`config.mk`:
```
export PLATFORM = sky130hd
export DESIGN_NAME = axis_wb_cmd_initiator_flat
export DESIGN_NICKNAME = d
export VERILOG_FILES = /design/src/rtl/axis_wb_cmd_initiator_if.sv /design/src/rtl/axis_wb_cmd_initiator.sv /design/src/flat_wrapper.sv
export SDC_FILE = /design/constraint.sdc
export NUM_CORES = 1
export LEC_CHECK = 0
export BUFFER_PORTS_ARGS = -buffer_cell sky130_fd_sc_hd__buf_2
export CORE_ASPECT_RATIO = 1.5
export CORE_MARGIN = 2
export CORE_UTILIZATION = 60
export CTS_CLUSTER_DIAMETER = 80
export DETAILED_ROUTE_END_ITERATION = 8
export GPL_TIMING_DRIVEN = 0
export PLACE_DENSITY = 0.9
export SLEW_MARGIN = 20
export SYNTH_ARGS = -nofsm -noshare
export SYNTH_HDL_FRONTEND = slang
export SYNTH_SLANG_ARGS = --single-unit
```
`constraint.sdc`:
```
create_clock -name clock -period 5.56 [get_ports clock]
set_input_delay 0.834 -clock clock [delete_from_list [all_inputs] [get_ports clock]]
set_output_delay 0.834 -clock clock [all_outputs]
set_load 0.05 [all_outputs]
```
`src/rtl/axis_wb_cmd_initiator_if.sv`:
```
// rtl/axis_wb_cmd_initiator_if.sv - command, request stream, response stream and result signals of the initiator
interface axis_wb_cmd_initiator_if #(
    parameter int WB_DATA_WIDTH = 32,
    parameter int WB_ADDR_WIDTH = 32
);
    logic                     cmd_valid;
    logic                     cmd_ready;
    logic                     cmd_write;
    logic [15:0]              cmd_tag;
    logic [WB_ADDR_WIDTH-1:0] cmd_addr;
    logic [WB_DATA_WIDTH-1:0] cmd_wdata;

    logic [7:0]               req_axis_tdata;
    logic                     req_axis_tkeep;
    logic                     req_axis_tvalid;
    logic                     req_axis_tready;
    logic                     req_axis_tlast;
    logic                     req_axis_tuser;

    logic [7:0]               rsp_axis_tdata;
    logic                     rsp_axis_tkeep;
    logic                     rsp_axis_tvalid;
    logic                     rsp_axis_tready;
    logic                     rsp_axis_tlast;
    logic                     rsp_axis_tuser;

    logic                     rsp_valid;
    logic [WB_DATA_WIDTH-1:0] rsp_rdata;
    logic [15:0]              rsp_tag;
    logic                     rsp_error;
    logic                     rsp_timeout;
    logic                     busy;

    // Initiator side
    modport master (
        input  cmd_valid, cmd_write, cmd_tag, cmd_addr, cmd_wdata,
        output cmd_ready,
        output req_axis_tdata, req_axis_tkeep, req_axis_tvalid, req_axis_tlast, req_axis_tuser,
        input  req_axis_tready,
        input  rsp_axis_tdata, rsp_axis_tkeep, rsp_axis_tvalid, rsp_axis_tlast, rsp_axis_tuser,
        output rsp_axis_tready,
        output rsp_valid, rsp_rdata, rsp_tag, rsp_error, rsp_timeout, busy
    );

    // Host / bridge side
    modport slave (
        output cmd_valid, cmd_write, cmd_tag, cmd_addr, cmd_wdata,
        input  cmd_ready,
        input  req_axis_tdata, req_axis_tkeep, req_axis_tvalid, req_axis_tlast, req_axis_tuser,
        output req_axis_tready,
        output rsp_axis_tdata, rsp_axis_tkeep, rsp_axis_tvalid, rsp_axis_tlast, rsp_axis_tuser,
        input  rsp_axis_tready,
        input  rsp_valid, rsp_rdata, rsp_tag, rsp_error, rsp_timeout, busy
    );
endinterface

```
`src/rtl/axis_wb_cmd_initiator.sv`:
```
// rtl/axis_wb_cmd_initiator.sv - serializes single-word commands into request frames and parses the response frame
module axis_wb_cmd_initiator #(
    parameter int         AXIS_DATA_WIDTH = 8,
    parameter int         COUNT_SIZE      = 16,
    parameter int         WB_DATA_WIDTH   = 32,
    parameter int         WB_ADDR_WIDTH   = 32,
    parameter logic [7:0] READ_REQ        = 8'hA1,
    parameter logic [7:0] WRITE_REQ       = 8'hA2,
    parameter logic [7:0] READ_RESP       = 8'hA3,
    parameter logic [7:0] WRITE_RESP      = 8'hA4,
    parameter int         TIMEOUT_CYCLES  = 1024
) (
    input  logic                     clock,
    input  logic                     reset,
    axis_wb_cmd_initiator_if.master  bus
);
    localparam int B         = AXIS_DATA_WIDTH;
    localparam int HDR_LEN   = 1 + 2 + COUNT_SIZE / B + WB_ADDR_WIDTH / B;
    localparam int DATA_LEN  = WB_DATA_WIDTH / B;
    localparam int MAX_LEN   = HDR_LEN + DATA_LEN;
    localparam int CNT_W     = $clog2(MAX_LEN + 1);
    localparam int HDR_BITS  = HDR_LEN * B;
    localparam int TX_BITS   = MAX_LEN * B;
    localparam int TMO_W     = (TIMEOUT_CYCLES > 1) ? $clog2(TIMEOUT_CYCLES + 1) : 1;

    localparam logic [CNT_W-1:0] HDR_CNT   = CNT_W'(HDR_LEN);
    localparam logic [CNT_W-1:0] SHORT_END = CNT_W'(HDR_LEN - 1);
    localparam logic [CNT_W-1:0] LONG_END  = CNT_W'(MAX_LEN - 1);
    localparam logic [TMO_W-1:0] TMO_LAST  = TMO_W'((TIMEOUT_CYCLES > 0) ? TIMEOUT_CYCLES - 1 : 0);

    typedef enum logic [2:0] {S_IDLE, S_TX, S_RX, S_DRAIN, S_DONE} state_t;

    state_t                   state, state_next;
    logic                     cap_write;
    logic [15:0]              cap_tag;
    logic [TX_BITS-1:0]       tx_shift;
    logic [HDR_BITS-1:0]      rx_shift;
    logic [CNT_W-1:0]         byte_cnt;
    logic [TMO_W-1:0]         tmo_cnt;
    logic                     err_q;
    logic [WB_DATA_WIDTH-1:0] rdata_acc;
    logic [WB_DATA_WIDTH-1:0] rsp_rdata_q;
    logic [15:0]              rsp_tag_q;
    logic                     rsp_error_q;
    logic                     rsp_timeout_q;

    logic                     cmd_ready_c;
    logic                     cmd_fire;
    logic                     tx_fire;
    logic                     tx_last;
    logic                     rx_state;
    logic                     rx_fire;
    logic                     rx_last;
    logic                     in_hdr;
    logic                     tmo_hit;
    logic                     rx_beat_err;
    logic                     err_next;
    logic                     done_enter;
    logic                     rx_data_beat;
    logic [WB_DATA_WIDTH-1:0] rdata_next;
    logic [B-1:0]             rx_byte;
    logic                     unused_inputs;

    assign unused_inputs = bus.rsp_axis_tkeep;

    assign rx_byte      = B'(bus.rsp_axis_tdata);
    assign cmd_ready_c  = reset && (state == S_IDLE);
    assign cmd_fire     = bus.cmd_valid && cmd_ready_c;
    assign tx_fire      = (state == S_TX) && bus.req_axis_tready;
    assign tx_last      = byte_cnt == (cap_write ? LONG_END : SHORT_END);
    assign rx_state     = (state == S_RX) || (state == S_DRAIN);
    assign rx_fire      = rx_state && bus.rsp_axis_tvalid;
    assign rx_last      = byte_cnt == (cap_write ? SHORT_END : LONG_END);
    assign in_hdr       = byte_cnt < HDR_CNT;
    assign tmo_hit      = (TIMEOUT_CYCLES != 0) && rx_state && !rx_fire && (tmo_cnt == TMO_LAST);
    assign err_next     = err_q || (rx_fire && rx_beat_err);
    assign done_enter   = rx_state && (state_next == S_DONE);
    assign rx_data_beat = rx_fire && (state == S_RX) && !in_hdr;
    assign rdata_next   = rx_data_beat ? ((rdata_acc << B) | WB_DATA_WIDTH'(rx_byte)) : rdata_acc;

    // A missing or premature tlast both show up as tlast disagreeing with the expected final position.
    always_comb begin : rx_check
        rx_beat_err = 1'b0;
        if (state == S_RX) begin
            rx_beat_err = (in_hdr && (rx_byte != rx_shift[HDR_BITS-1 -: B]))
                       || (bus.rsp_axis_tlast != rx_last)
                       || (bus.rsp_axis_tlast && bus.rsp_axis_tuser);
        end else if (state == S_DRAIN) begin
            rx_beat_err = bus.rsp_axis_tlast && bus.rsp_axis_tuser;
        end
    end

    always_ff @(posedge clock or negedge reset) begin : state_reg
        if (!reset) begin
            state <= S_IDLE;
        end else begin
            state <= state_next;
        end
    end

    always_comb begin : next_state_logic
        state_next = state;
        case (state)
            S_IDLE:  if (cmd_fire) state_next = S_TX;
            S_TX:    if (tx_fire && tx_last) state_next = S_RX;
            S_RX: begin
                if (rx_fire) begin
                    if (bus.rsp_axis_tlast) state_next = S_DONE;
                    else if (rx_last)       state_next = S_DRAIN;
                end else if (tmo_hit) begin
                    state_next = S_DONE;
                end
            end
            S_DRAIN: begin
                if (rx_fire) begin
                    if (bus.rsp_axis_tlast) state_next = S_DONE;
                end else if (tmo_hit) begin
                    state_next = S_DONE;
                end
            end
            S_DONE:  state_next = S_IDLE;
            default: state_next = S_IDLE;
        endcase
    end

    always_comb begin : output_logic
        bus.cmd_ready       = cmd_ready_c;
        bus.req_axis_tvalid = (state == S_TX);
        bus.req_axis_tdata  = 8'h00;
        bus.req_axis_tlast  = 1'b0;
        bus.req_axis_tkeep  = 1'b1;
        bus.req_axis_tuser  = 1'b0;
        bus.rsp_axis_tready = reset && ((state == S_IDLE) || rx_state);
        bus.rsp_valid       = (state == S_DONE);
        bus.busy            = (state != S_IDLE);
        if (state == S_TX) begin
            bus.req_axis_tdata = 8'(tx_shift[TX_BITS-1 -: B]);
            bus.req_axis_tlast = tx_last;
        end
    end

    assign bus.rsp_rdata   = rsp_rdata_q;
    assign bus.rsp_tag     = rsp_tag_q;
    assign bus.rsp_error   = rsp_error_q;
    assign bus.rsp_timeout = rsp_timeout_q;

    // Both frames are preloaded as shift registers at capture so each beat only looks at the top byte.
    always_ff @(posedge clock or negedge reset) begin : datapath
        if (!reset) begin
            cap_write     <= 1'b0;
            cap_tag       <= '0;
            tx_shift      <= '0;
            rx_shift      <= '0;
            byte_cnt      <= '0;
            tmo_cnt       <= '0;
            err_q         <= 1'b0;
            rdata_acc     <= '0;
            rsp_rdata_q   <= '0;
            rsp_tag_q     <= '0;
            rsp_error_q   <= 1'b0;
            rsp_timeout_q <= 1'b0;
        end else begin
            if (cmd_fire) begin
                cap_write <= bus.cmd_write;
                cap_tag   <= bus.cmd_tag;
                tx_shift  <= {(bus.cmd_write ? WRITE_REQ : READ_REQ), bus.cmd_tag,
                              COUNT_SIZE'(1), bus.cmd_addr, bus.cmd_wdata};
                rx_shift  <= {(bus.cmd_write ? WRITE_RESP : READ_RESP), bus.cmd_tag,
                              COUNT_SIZE'(1), bus.cmd_addr};
                byte_cnt  <= '0;
                err_q     <= 1'b0;
                rdata_acc <= '0;
            end

            if (tx_fire) begin
                tx_shift <= tx_shift << B;
                byte_cnt <= tx_last ? '0 : byte_cnt + 1'b1;
                tmo_cnt  <= '0;
            end

            if (rx_state) begin
                tmo_cnt <= rx_fire ? '0 : tmo_cnt + 1'b1;
            end

            if (rx_fire) begin
                err_q <= err_next;
                if (state == S_RX) begin
                    byte_cnt  <= byte_cnt + 1'b1;
                    rx_shift  <= rx_shift << B;
                    rdata_acc <= rdata_next;
                end
            end

            if (done_enter) begin
                rsp_tag_q     <= cap_tag;
                rsp_error_q   <= err_next || tmo_hit;
                rsp_timeout_q <= tmo_hit;
                rsp_rdata_q   <= (tmo_hit || cap_write) ? '0 : rdata_next;
            end
        end
    end
endmodule

```
`src/flat_wrapper.sv`:
```
// flat-port wrapper written by rule: the top's interface ports become plain ports
module axis_wb_cmd_initiator_flat 
#(
    parameter int         AXIS_DATA_WIDTH = 8,
    parameter int         COUNT_SIZE      = 16,
    parameter int         WB_DATA_WIDTH   = 32,
    parameter int         WB_ADDR_WIDTH   = 32,
    parameter logic [7:0] READ_REQ        = 8'hA1,
    parameter logic [7:0] WRITE_REQ       = 8'hA2,
    parameter logic [7:0] READ_RESP       = 8'hA3,
    parameter logic [7:0] WRITE_RESP      = 8'hA4,
    parameter int         TIMEOUT_CYCLES  = 1024
)
  (clock, reset, bus_cmd_valid, bus_cmd_write, bus_cmd_tag, bus_cmd_addr, bus_cmd_wdata, bus_cmd_ready, bus_req_axis_tdata, bus_req_axis_tkeep, bus_req_axis_tvalid, bus_req_axis_tlast, bus_req_axis_tuser, bus_req_axis_tready, bus_rsp_axis_tdata, bus_rsp_axis_tkeep, bus_rsp_axis_tvalid, bus_rsp_axis_tlast, bus_rsp_axis_tuser, bus_rsp_axis_tready, bus_rsp_valid, bus_rsp_rdata, bus_rsp_tag, bus_rsp_error, bus_rsp_timeout, bus_busy);
  axis_wb_cmd_initiator_if #(.WB_DATA_WIDTH(WB_DATA_WIDTH), .WB_ADDR_WIDTH(WB_ADDR_WIDTH)) bus_i ();
  input  logic clock;
  input  logic reset;
  input wire logic [$bits(bus_i.cmd_valid)-1:0] bus_cmd_valid;
  input wire logic [$bits(bus_i.cmd_write)-1:0] bus_cmd_write;
  input wire logic [$bits(bus_i.cmd_tag)-1:0] bus_cmd_tag;
  input wire logic [$bits(bus_i.cmd_addr)-1:0] bus_cmd_addr;
  input wire logic [$bits(bus_i.cmd_wdata)-1:0] bus_cmd_wdata;
  output wire logic [$bits(bus_i.cmd_ready)-1:0] bus_cmd_ready;
  output wire logic [$bits(bus_i.req_axis_tdata)-1:0] bus_req_axis_tdata;
  output wire logic [$bits(bus_i.req_axis_tkeep)-1:0] bus_req_axis_tkeep;
  output wire logic [$bits(bus_i.req_axis_tvalid)-1:0] bus_req_axis_tvalid;
  output wire logic [$bits(bus_i.req_axis_tlast)-1:0] bus_req_axis_tlast;
  output wire logic [$bits(bus_i.req_axis_tuser)-1:0] bus_req_axis_tuser;
  input wire logic [$bits(bus_i.req_axis_tready)-1:0] bus_req_axis_tready;
  input wire logic [$bits(bus_i.rsp_axis_tdata)-1:0] bus_rsp_axis_tdata;
  input wire logic [$bits(bus_i.rsp_axis_tkeep)-1:0] bus_rsp_axis_tkeep;
  input wire logic [$bits(bus_i.rsp_axis_tvalid)-1:0] bus_rsp_axis_tvalid;
  input wire logic [$bits(bus_i.rsp_axis_tlast)-1:0] bus_rsp_axis_tlast;
  input wire logic [$bits(bus_i.rsp_axis_tuser)-1:0] bus_rsp_axis_tuser;
  output wire logic [$bits(bus_i.rsp_axis_tready)-1:0] bus_rsp_axis_tready;
  output wire logic [$bits(bus_i.rsp_valid)-1:0] bus_rsp_valid;
  output wire logic [$bits(bus_i.rsp_rdata)-1:0] bus_rsp_rdata;
  output wire logic [$bits(bus_i.rsp_tag)-1:0] bus_rsp_tag;
  output wire logic [$bits(bus_i.rsp_error)-1:0] bus_rsp_error;
  output wire logic [$bits(bus_i.rsp_timeout)-1:0] bus_rsp_timeout;
  output wire logic [$bits(bus_i.busy)-1:0] bus_busy;
  assign bus_i.cmd_valid = bus_cmd_valid;
  assign bus_i.cmd_write = bus_cmd_write;
  assign bus_i.cmd_tag = bus_cmd_tag;
  assign bus_i.cmd_addr = bus_cmd_addr;
  assign bus_i.cmd_wdata = bus_cmd_wdata;
  assign bus_cmd_ready = bus_i.cmd_ready;
  assign bus_req_axis_tdata = bus_i.req_axis_tdata;
  assign bus_req_axis_tkeep = bus_i.req_axis_tkeep;
  assign bus_req_axis_tvalid = bus_i.req_axis_tvalid;
  assign bus_req_axis_tlast = bus_i.req_axis_tlast;
  assign bus_req_axis_tuser = bus_i.req_axis_tuser;
  assign bus_i.req_axis_tready = bus_req_axis_tready;
  assign bus_i.rsp_axis_tdata = bus_rsp_axis_tdata;
  assign bus_i.rsp_axis_tkeep = bus_rsp_axis_tkeep;
  assign bus_i.rsp_axis_tvalid = bus_rsp_axis_tvalid;
  assign bus_i.rsp_axis_tlast = bus_rsp_axis_tlast;
  assign bus_i.rsp_axis_tuser = bus_rsp_axis_tuser;
  assign bus_rsp_axis_tready = bus_i.rsp_axis_tready;
  assign bus_rsp_valid = bus_i.rsp_valid;
  assign bus_rsp_rdata = bus_i.rsp_rdata;
  assign bus_rsp_tag = bus_i.rsp_tag;
  assign bus_rsp_error = bus_i.rsp_error;
  assign bus_rsp_timeout = bus_i.rsp_timeout;
  assign bus_busy = bus_i.busy;
  axis_wb_cmd_initiator #(.AXIS_DATA_WIDTH(AXIS_DATA_WIDTH), .COUNT_SIZE(COUNT_SIZE), .WB_DATA_WIDTH(WB_DATA_WIDTH), .WB_ADDR_WIDTH(WB_ADDR_WIDTH), .READ_REQ(READ_REQ), .WRITE_REQ(WRITE_REQ), .READ_RESP(READ_RESP), .WRITE_RESP(WRITE_RESP), .TIMEOUT_CYCLES(TIMEOUT_CYCLES)) u_core (.clock(clock), .reset(reset), .bus(bus_i));
endmodule
```
# Word level (Yosys, flattened, before mapping)

Cells that the tools add are included.

RAM bits: 0
ROM bits: 0
Register bits: 294
Latch bits: 0
Word-level logic and storage cells: 92
Output and inout bits: 66
Input port bits: 97
Memories: 0

Multiply operators: 0
Shift operators: 0
Equal/unequal tests: 10
Multiplexer cells: 37
Div/mod/pow operators: 0
Bitwise operators: 1
$add $sub $neg: 2
Reductions and logical operators: 28
Magnitude comparators: 1

Operators by type and width:

| cell                                                              | count |
|---|---|
| 72-bit 2-to-1 mux                                                 | 3 |
| 104-bit 2-to-1 mux                                                | 2 |
| 32-bit 2-to-1 mux                                                 | 5 |
| 11-bit 2-to-1 mux                                                 | 3 |
| 3-bit 2-to-1 mux                                                  | 11 |
| 32-bit by 8-bit OR with 32-bit output                             | 1 |
| 4-bit 2-to-1 mux                                                  | 5 |
| 1-bit logical AND                                                 | 14 |
| 3-bit case mux with 4 select lines                                | 1 |
| 11-bit by 1-bit adder with 11-bit output, second input constant   | 1 |
| 11-bit by 10-bit == test with 1-bit output, second input constant | 1 |
| 4-bit == test                                                     | 2 |
| 8-bit 2-to-1 mux                                                  | 1 |
| 8-bit != test                                                     | 1 |
| 1-bit logical OR                                                  | 7 |
| 3-bit by 2-bit == test with 1-bit output, second input constant   | 2 |
| 3-bit == test, second input constant                              | 2 |
| 2-bit nonzero test                                                | 3 |
| 1-bit 2-to-1 mux                                                  | 5 |
| 4-bit by 1-bit adder with 4-bit output, second input constant     | 1 |
| 4-bit < comparator, second input constant                         | 1 |
| 3-bit by 1-bit == test with 1-bit output, second input constant   | 1 |
| 3-bit logical NOT                                                 | 1 |
| 3-bit nonzero test                                                | 1 |
| other kinds (3)                                                   | 4 |

# Logic depth before layout (Yosys ltp)

Gate-level depths: netlist (run 1).

Depth in word-level cells: 11
Mapped depth: 9
Mapped depth without buffers: 6

# Worst setup path before layout (run 1)

No wires, ideal clock.

Path kind: input -> output
From: in reset
To: out bus_rsp_axis_tready
Stages: 1
Arrival: 1.980 ns
Path buffers: 0
Setup slack: 2.746 ns
Required time: 4.726 ns
Cells stage by stage: nor3b_1

Cells in the longest elaborated chain, start to end: 1

RTL lines:

| item              | line                         | source |
|---|---|---|
| start, declared   | flat_wrapper.sv:17           | `input logic reset;` |
| 1-bit logical AND | axis_wb_cmd_initiator.sv:133 | `bus.rsp_axis_tready = reset && ((state == S_IDLE) \|\| rx_state);` |
| end, declared     | flat_wrapper.sv:35           | `output wire logic [$bits(bus_i.rsp_axis_tready)-1:0] bus_rsp_axis_tready;` |

Every way passes these cells.

# Final worst setup path (run 1)

From: in reset
To: out bus_cmd_ready

Cells in the longest elaborated chain, start to end: 1

RTL lines:

| item              | line                        | source |
|---|---|---|
| 1-bit logical AND | axis_wb_cmd_initiator.sv:67 | `assign cmd_ready_c = reset && (state == S_IDLE);` |
| end, declared     | flat_wrapper.sv:23          | `output wire logic [$bits(bus_i.cmd_ready)-1:0] bus_cmd_ready;` |

Every way passes these cells.

==> impl_metrics.toml, run 1 <==
[setup_path]
critPathMaxStageDelay_ps = 780
crit_path_end_kind = "primary output"
worst-setup-path-type = "in2out"
cp_slowest_cell = "nor4b_4"
required_ps = 4730
critPathTopFamily = "buffers and inverters"
cp_max_fo = 76
cp-start-kind = "primary input"
cp.arrival_ps = 2970
path_buf_inv = 4
crit_chain = "buf_8 -> buf_16 -> nor4b_4 -> clkbuf_1 -> buf_2"

[synthesis]
ys_ff_latch = 294
synth_enable_flop_cells = 0
yosys.area.top_type = "dfrtp_1"
synthCells = 1048
synth_area_leaders = "dfrtp_1, a221o_1, nand2_1, a22o_1, mux2i_1"
synthFlopType = "dfrtp_1"
synth.most_common_cell = "dfrtp_1"
yosysTopAreaCellShare = 0.604
yosysSeqAreaShare = 0.604
synth_commonest_cells = "dfrtp_1, nand2_1, a221o_1, o21ai_0, clkbuf_1"
netlist_area_sq_um = 12200
synth.distinct_cells = 53
syn_nets = 1148
syn_avg_cell_area_sq_um = 11.6
synth-async-reset-ratio = 1.00
yosys_warnings = 0

[sta]
holdWs_ps = 170
finalClockSkew_ps = 22.9
finalSetupViolCount = 0
hold_viol = 0
final.period_utilization = 0.684
slew_headroom = 0.426
rsz0062_at_grt = "false"
drv_slew = 0
period_needed_ps = 3810
max_freq_mhz = 263
tightest_slew_ps = 857

[drt]
ant_nets = 0
drt_first_pass_iters = 5
via_count = 9635
wirelength_um = 33200
first_iter_violations = 1152
drt-vias-per-instance = 6.37
wl_per_cell_um = 21.9
drc_errors = 0

[power]
power.leakage_nw = 7.04
powerDensity_nw_per_um2 = 516
peakVddDrop_mv = 0.360
power_mw = 7.36

[clocking]
cts-root-buf = "clkbuf_16"
clk_pin_slew_worst_paths_ps = 60
cts_buffers = 26
hold_buffers = 0
tritoncts = "done"
insertion_delay_ps = 540
cts.repair_timing.setup_buffer_count = 0
cts.sinks = 294
htreeDepth = 1
ctsLongestPathBuffers = 3
cts_resized = 0

[finish]
layout.nets = 1336
largest_reg_flops = 104
reg_top3 = "u_core.tx_shift (104), u_core.rx_shift (72)"
syn_to_final_growth_pct = 17.1
n_antenna_cell = 0
postLayoutCoreUtil = 0.718
top_register = "u_core.tx_shift"
layout-drive-gt1-share = 0.199

[status]
status = "completed"

[global_routing]
grt_pass1_vias = 9846
track_usage = 0.319
grt_pass1_wl_um = 52900
antenna_found_initial = 0
grt_max_degree = 96
grt_overflow = 0

[die]
die-area_sq_um = 21500
rows = 63
die_y_um = 179
pin_count = 163
core_area_sq_um = 19900
start_util = 0.613
chipWidth_um = 120

[job]
cap_violations = 0

[worst_hold_path]
min_path_type = "in2async"

[placed_design]
routabilityCongestion = 0.939
portBuffers = 157
place_hpwl_um = 23400
## per-stage QoR
| stage | TNS [ps] | instances | worst slack, ps | area [sq um] |
|---|---|---|---|---|
| floorplan | 0 | 1048 | 2750 | 12200 |
| global placement | -954800 | 1465 | -2590 | 13300 |
| detailed placement | 0 | 1468 | 1820 | 13400 |
| CTS | 0 | 1512 | 1800 | 14300 |
| global route | 0 | 1512 | 1590 | 14300 |
| finish | 0 | 1512 | 1750 | 14300 |
## path summary, 6_finish.rpt
check	from	to	slack (ps)	depth (start not counted)
setup / recovery	reset	bus_cmd_ready	1750	5
hold / removal	reset	u_core.tmo_cnt[3]	170	1
setup reg to reg	u_core.state[2]	u_core.rx_shift[60]	2950	7
hold reg to reg	u_core.cap_tag[3]	u_core.cap_tag[3]	480	1
max in group asynchronous	reset	u_core.bus.rsp_tag[7]	4210	3
min in group clock	u_core.cap_tag[3]	u_core.cap_tag[3]	480	1
## power breakdown
| group | total, mW | internal [mW] | switching, mW |
|---|---|---|---|
| clock | 1.89 | 1.11 | 0.778 |
| combinational | 2.14 | 0.805 | 1.34 |
| sequential | 3.33 | 2.83 | 0.502 |
## cells in the final DEF (no fill, tap or decap), types with 5 or more instances in the layout
cell,n
inv_1,7
a22o_1,44
dfrtp_1,294
nand2_1,174
a21o_1,17
mux2i_1,33
buf_1,6
o2bb2ai_1,32
and2_1,13
o21ai_0,58
buf_2,182
and3_1,43
a221o_1,81
xnor2_1,10
clkbuf_1,56
a21oi_1,21
mux2_2,13
clkbuf_16,27
buf_4,5
nor3_1,5
nand3_1,9
a22oi_1,32
nand4_1,6
nor2_1,21
## cell families after synthesis
family	synth area share
adder cells (fa/ha/maj)	0.00308
XOR/XNOR	0.00791
AND/OR/NAND/NOR	0.114
flip-flops	0.604
other	0.000616
AO/OA/AOI/OAI	0.192
buffers and inverters	0.0358
multiplexers	0.0419
## layer usage
metal	global-route usage	wire, um	up-vias
met5	0	0	-
met4	0.179	2120	0
met3	0.0412	2180	126
met2	0.563	17000	504
met1	0.377	11800	4789
li1	-	-	4216
## layout make-up
class | count | area, sq um
fillers | 1392 | 5600
multi-input cells | 658 | 4390
flip-flops and latches | 294 | 7360
clock buffers | 38 | 747
well taps | 260 | 325
plain buffers | 88 | 404
inverters | 8 | 32.5
clock inverters | 6 | 134
repair buffers | 160 | 878
No activity file was read; power rests on OpenSTA's default activity.
==> run 2: changes to the inputs <==
- ABC_AREA: unset -> 1
- CORE_UTILIZATION: 60 -> 52
- PLACE_DENSITY: 0.9 -> 0.83
- clock period: 5.56 -> 3.5 ns (I/O delays scaled with it)
==> run 2 against run 1 <==
Largest power group unchanged. Combinational power rose by 110%. Count of clock-buffer cells in the layout did not move. Clock skew fell by 11 ps.
==> impl_metrics.toml, run 2 <==
[setup_path]
reg2reg_from = "u_core.state[0]"
rrSetupSlack_ps = 1170
cp.arrival_ps = 3220
crit_chain = "buf_8 -> buf_16 -> inv_1 -> nor2_1 -> nand2_1 -> inv_2 -> clkbuf_1 -> o21ai_0"
critPathTopFamily = "buffers and inverters"
path_buf_inv = 5
cp-start-kind = "primary input"
required_ps = 3880
startpoint = "reset"
r2r_cells = 7
rr_endpoint = "u_core.cap_tag[4]"
critPathMaxStageDelay_ps = 560
crit_path_end_kind = "flop"
cp_slowest_cell = "clkbuf_1"
cp_max_fo = 98
worst-setup-path-type = "in2reg"

[synthesis]
yosysSeqAreaShare = 0.592
yosysTopAreaCellShare = 0.592
yosys_warnings = 0
synth_commonest_cells = "nand2_1, dfrtp_1, inv_1, o21ai_0, nand3_1"
syn_nets = 1435
synth-async-reset-ratio = 1.00
synth.distinct_cells = 36
ys_ff_latch = 294
syn_avg_cell_area_sq_um = 9.32
synth_area_leaders = "dfrtp_1, nand2_1, inv_1, o22ai_1, o21ai_0"
synth.most_common_cell = "nand2_1"
synthFlopType = "dfrtp_1"
synth_enable_flop_cells = 0
yosys.area.top_type = "dfrtp_1"
synthCells = 1335
netlist_area_sq_um = 12400

[die]
pin_count = 163
rows = 69
chipWidth_um = 130
start_util = 0.528
die_y_um = 193
core_area_sq_um = 23600
die-area_sq_um = 25200

[clocking]
hold_buffers = 0
ctsLongestPathBuffers = 3
cts-root-buf = "clkbuf_16"
cts_buffers = 27
tritoncts = "done"
clk_pin_slew_worst_paths_ps = 60
cts.sinks = 294
insertion_delay_ps = 540
htreeDepth = 1
cts_resized = 0
cts.repair_timing.setup_buffer_count = 0

[global_routing]
track_usage = 0.267
grt_pass1_vias = 10300
grt_max_degree = 105
antenna_found_initial = 2
grt_pass1_wl_um = 52600
grt_overflow = 0

[finish]
fillCellCount = 1904
largest_reg_flops = 104
syn_to_final_growth_pct = 17.5
top_register = "u_core.tx_shift"
layout.nets = 1625
reg_top3 = "u_core.tx_shift (104), u_core.rx_shift (72)"
stdcell_count = 1866
final_common_cell = "nand2_1"
final_area_sq_um = 14600
seqCellArea_sq_um = 7360
postLayoutCoreUtil = 0.620
layout-drive-gt1-share = 0.190
multi_input_area_sq_um = 3990
final_cell_mix = "nand2_1, dfrtp_1, buf_2, inv_1, o21ai_0"

[sta]
finalSetupViolCount = 0
period_needed_ps = 2840
tightest_slew_ps = 728
slew_headroom = 0.514
rsz0062_at_grt = "false"
max_freq_mhz = 352
hold_viol = 0
drv_slew = 0
finalClockSkew_ps = 12.0
final.period_utilization = 0.812

[worst_hold_path]
min_path_type = "in2async"

[power]
comb_power_share = 0.351
p_switching_mw = 5.17
clkPwrFrac = 0.235
internal_power_mw = 7.67
p_seq_frac = 0.415
power.leakage_nw = 7.44
swShare = 0.403
power_mw = 12.8
peakVddDrop_mv = 0.549
powerDensity_nw_per_um2 = 879

[drt]
ant_nets = 0
wirelength_um = 33600
wl_per_cell_um = 18.0
drc_errors = 0
via_count = 10300
first_iter_violations = 760
drt-vias-per-instance = 5.52
drt_first_pass_iters = 6

[placed_design]
routabilityCongestion = 0.917
dp_cells = 1815
portBuffers = 159
dpl_cell_area_sq_um = 13700
place_hpwl_um = 23800

[status]
status = "completed"

[job]
cap_violations = 0
[run 2: cell types whose count changed in the layout (fill, tap and decap cells not counted), sizes merged, moves of 31 or more]
cell     delta
inv       +165
nand3      +63
o21ai      +50
a221o      -81
o221ai     +38
clkbuf     -31
and3       -43
o2bb2ai    -32
o22ai      +56
nand2     +212
nand3b     +31
mux2i      -33
a22o       -44
[run 2: worst max path at each step]
stage	cells past startpoint	to	slack, ps
global placement	8	u_core.tx_shift[29]	-3890
floorplan	8	u_core.rdata_acc[10]	770
CTS	8	u_core.cap_tag[4]	660
global route	8	u_core.cap_tag[4]	370
detailed placement	8	u_core.cap_tag[3]	140
finish	8	u_core.cap_tag[4]	660
[run 2: final cells by class]
| cell class | count | share of cell area |
|---|---|---|
| antenna | 2 | 0.000342 |
| sequential | 294 | 0.503 |
| buffer | 76 | 0.0303 |
| timing repair buffer | 161 | 0.0589 |
| clock inverter | 11 | 0.00779 |
| inverter | 172 | 0.0442 |
| tap | 319 | 0.0273 |
| clock buffer | 38 | 0.0545 |
| multi-input combinational | 793 | 0.273 |
[run 2: power groups by stage]
stage | clock network, mW | logic [mW] | registers, mW
2_1_floorplan | 0 | 2.28 | 6.14
6_report | 3.01 | 4.50 | 5.33
5_1_grt | 3.17 | 4.91 | 5.43
3_5_place_dp | 0 | 4.43 | 5.35
4_1_cts | 3.03 | 4.51 | 5.31
3_3_place_gp | 0 | 4.28 | 5.29
[run 2: metal layers]
layer / share of wire / wire, um / global-route usage / vias to the layer above
met1: 0.37 / 12400 / 0.317 / 4973
met4: 0.059 / 1990 / 0.146 / 0
met3: 0.063 / 2110 / 0.0307 / 115
met2: 0.51 / 17100 / 0.466 / 487
met5: 0 / 0 / 0 / -
li1: - / - / - / 4720
[run 2: metrics by stage]
step                TNS (ps)  hold slack (ps)  worst slack [ps]
finish                     0             30.4               659
global placement    -1829180              452             -3890
global route               0             77.8               373
CTS                        0             44.0               657
detailed placement         0              453               135
floorplan                  0              229               770
[run 2: cells by family after synthesis]
family                     synth area share
AOI/OAI and AO/OA                     0.126
xor gates and xnor gates             0.0106
adders and majority gates           0.00302
buffers and inverters                0.0875
DFF                                   0.592
other                              0.000604
and+or+nand+nor                       0.181
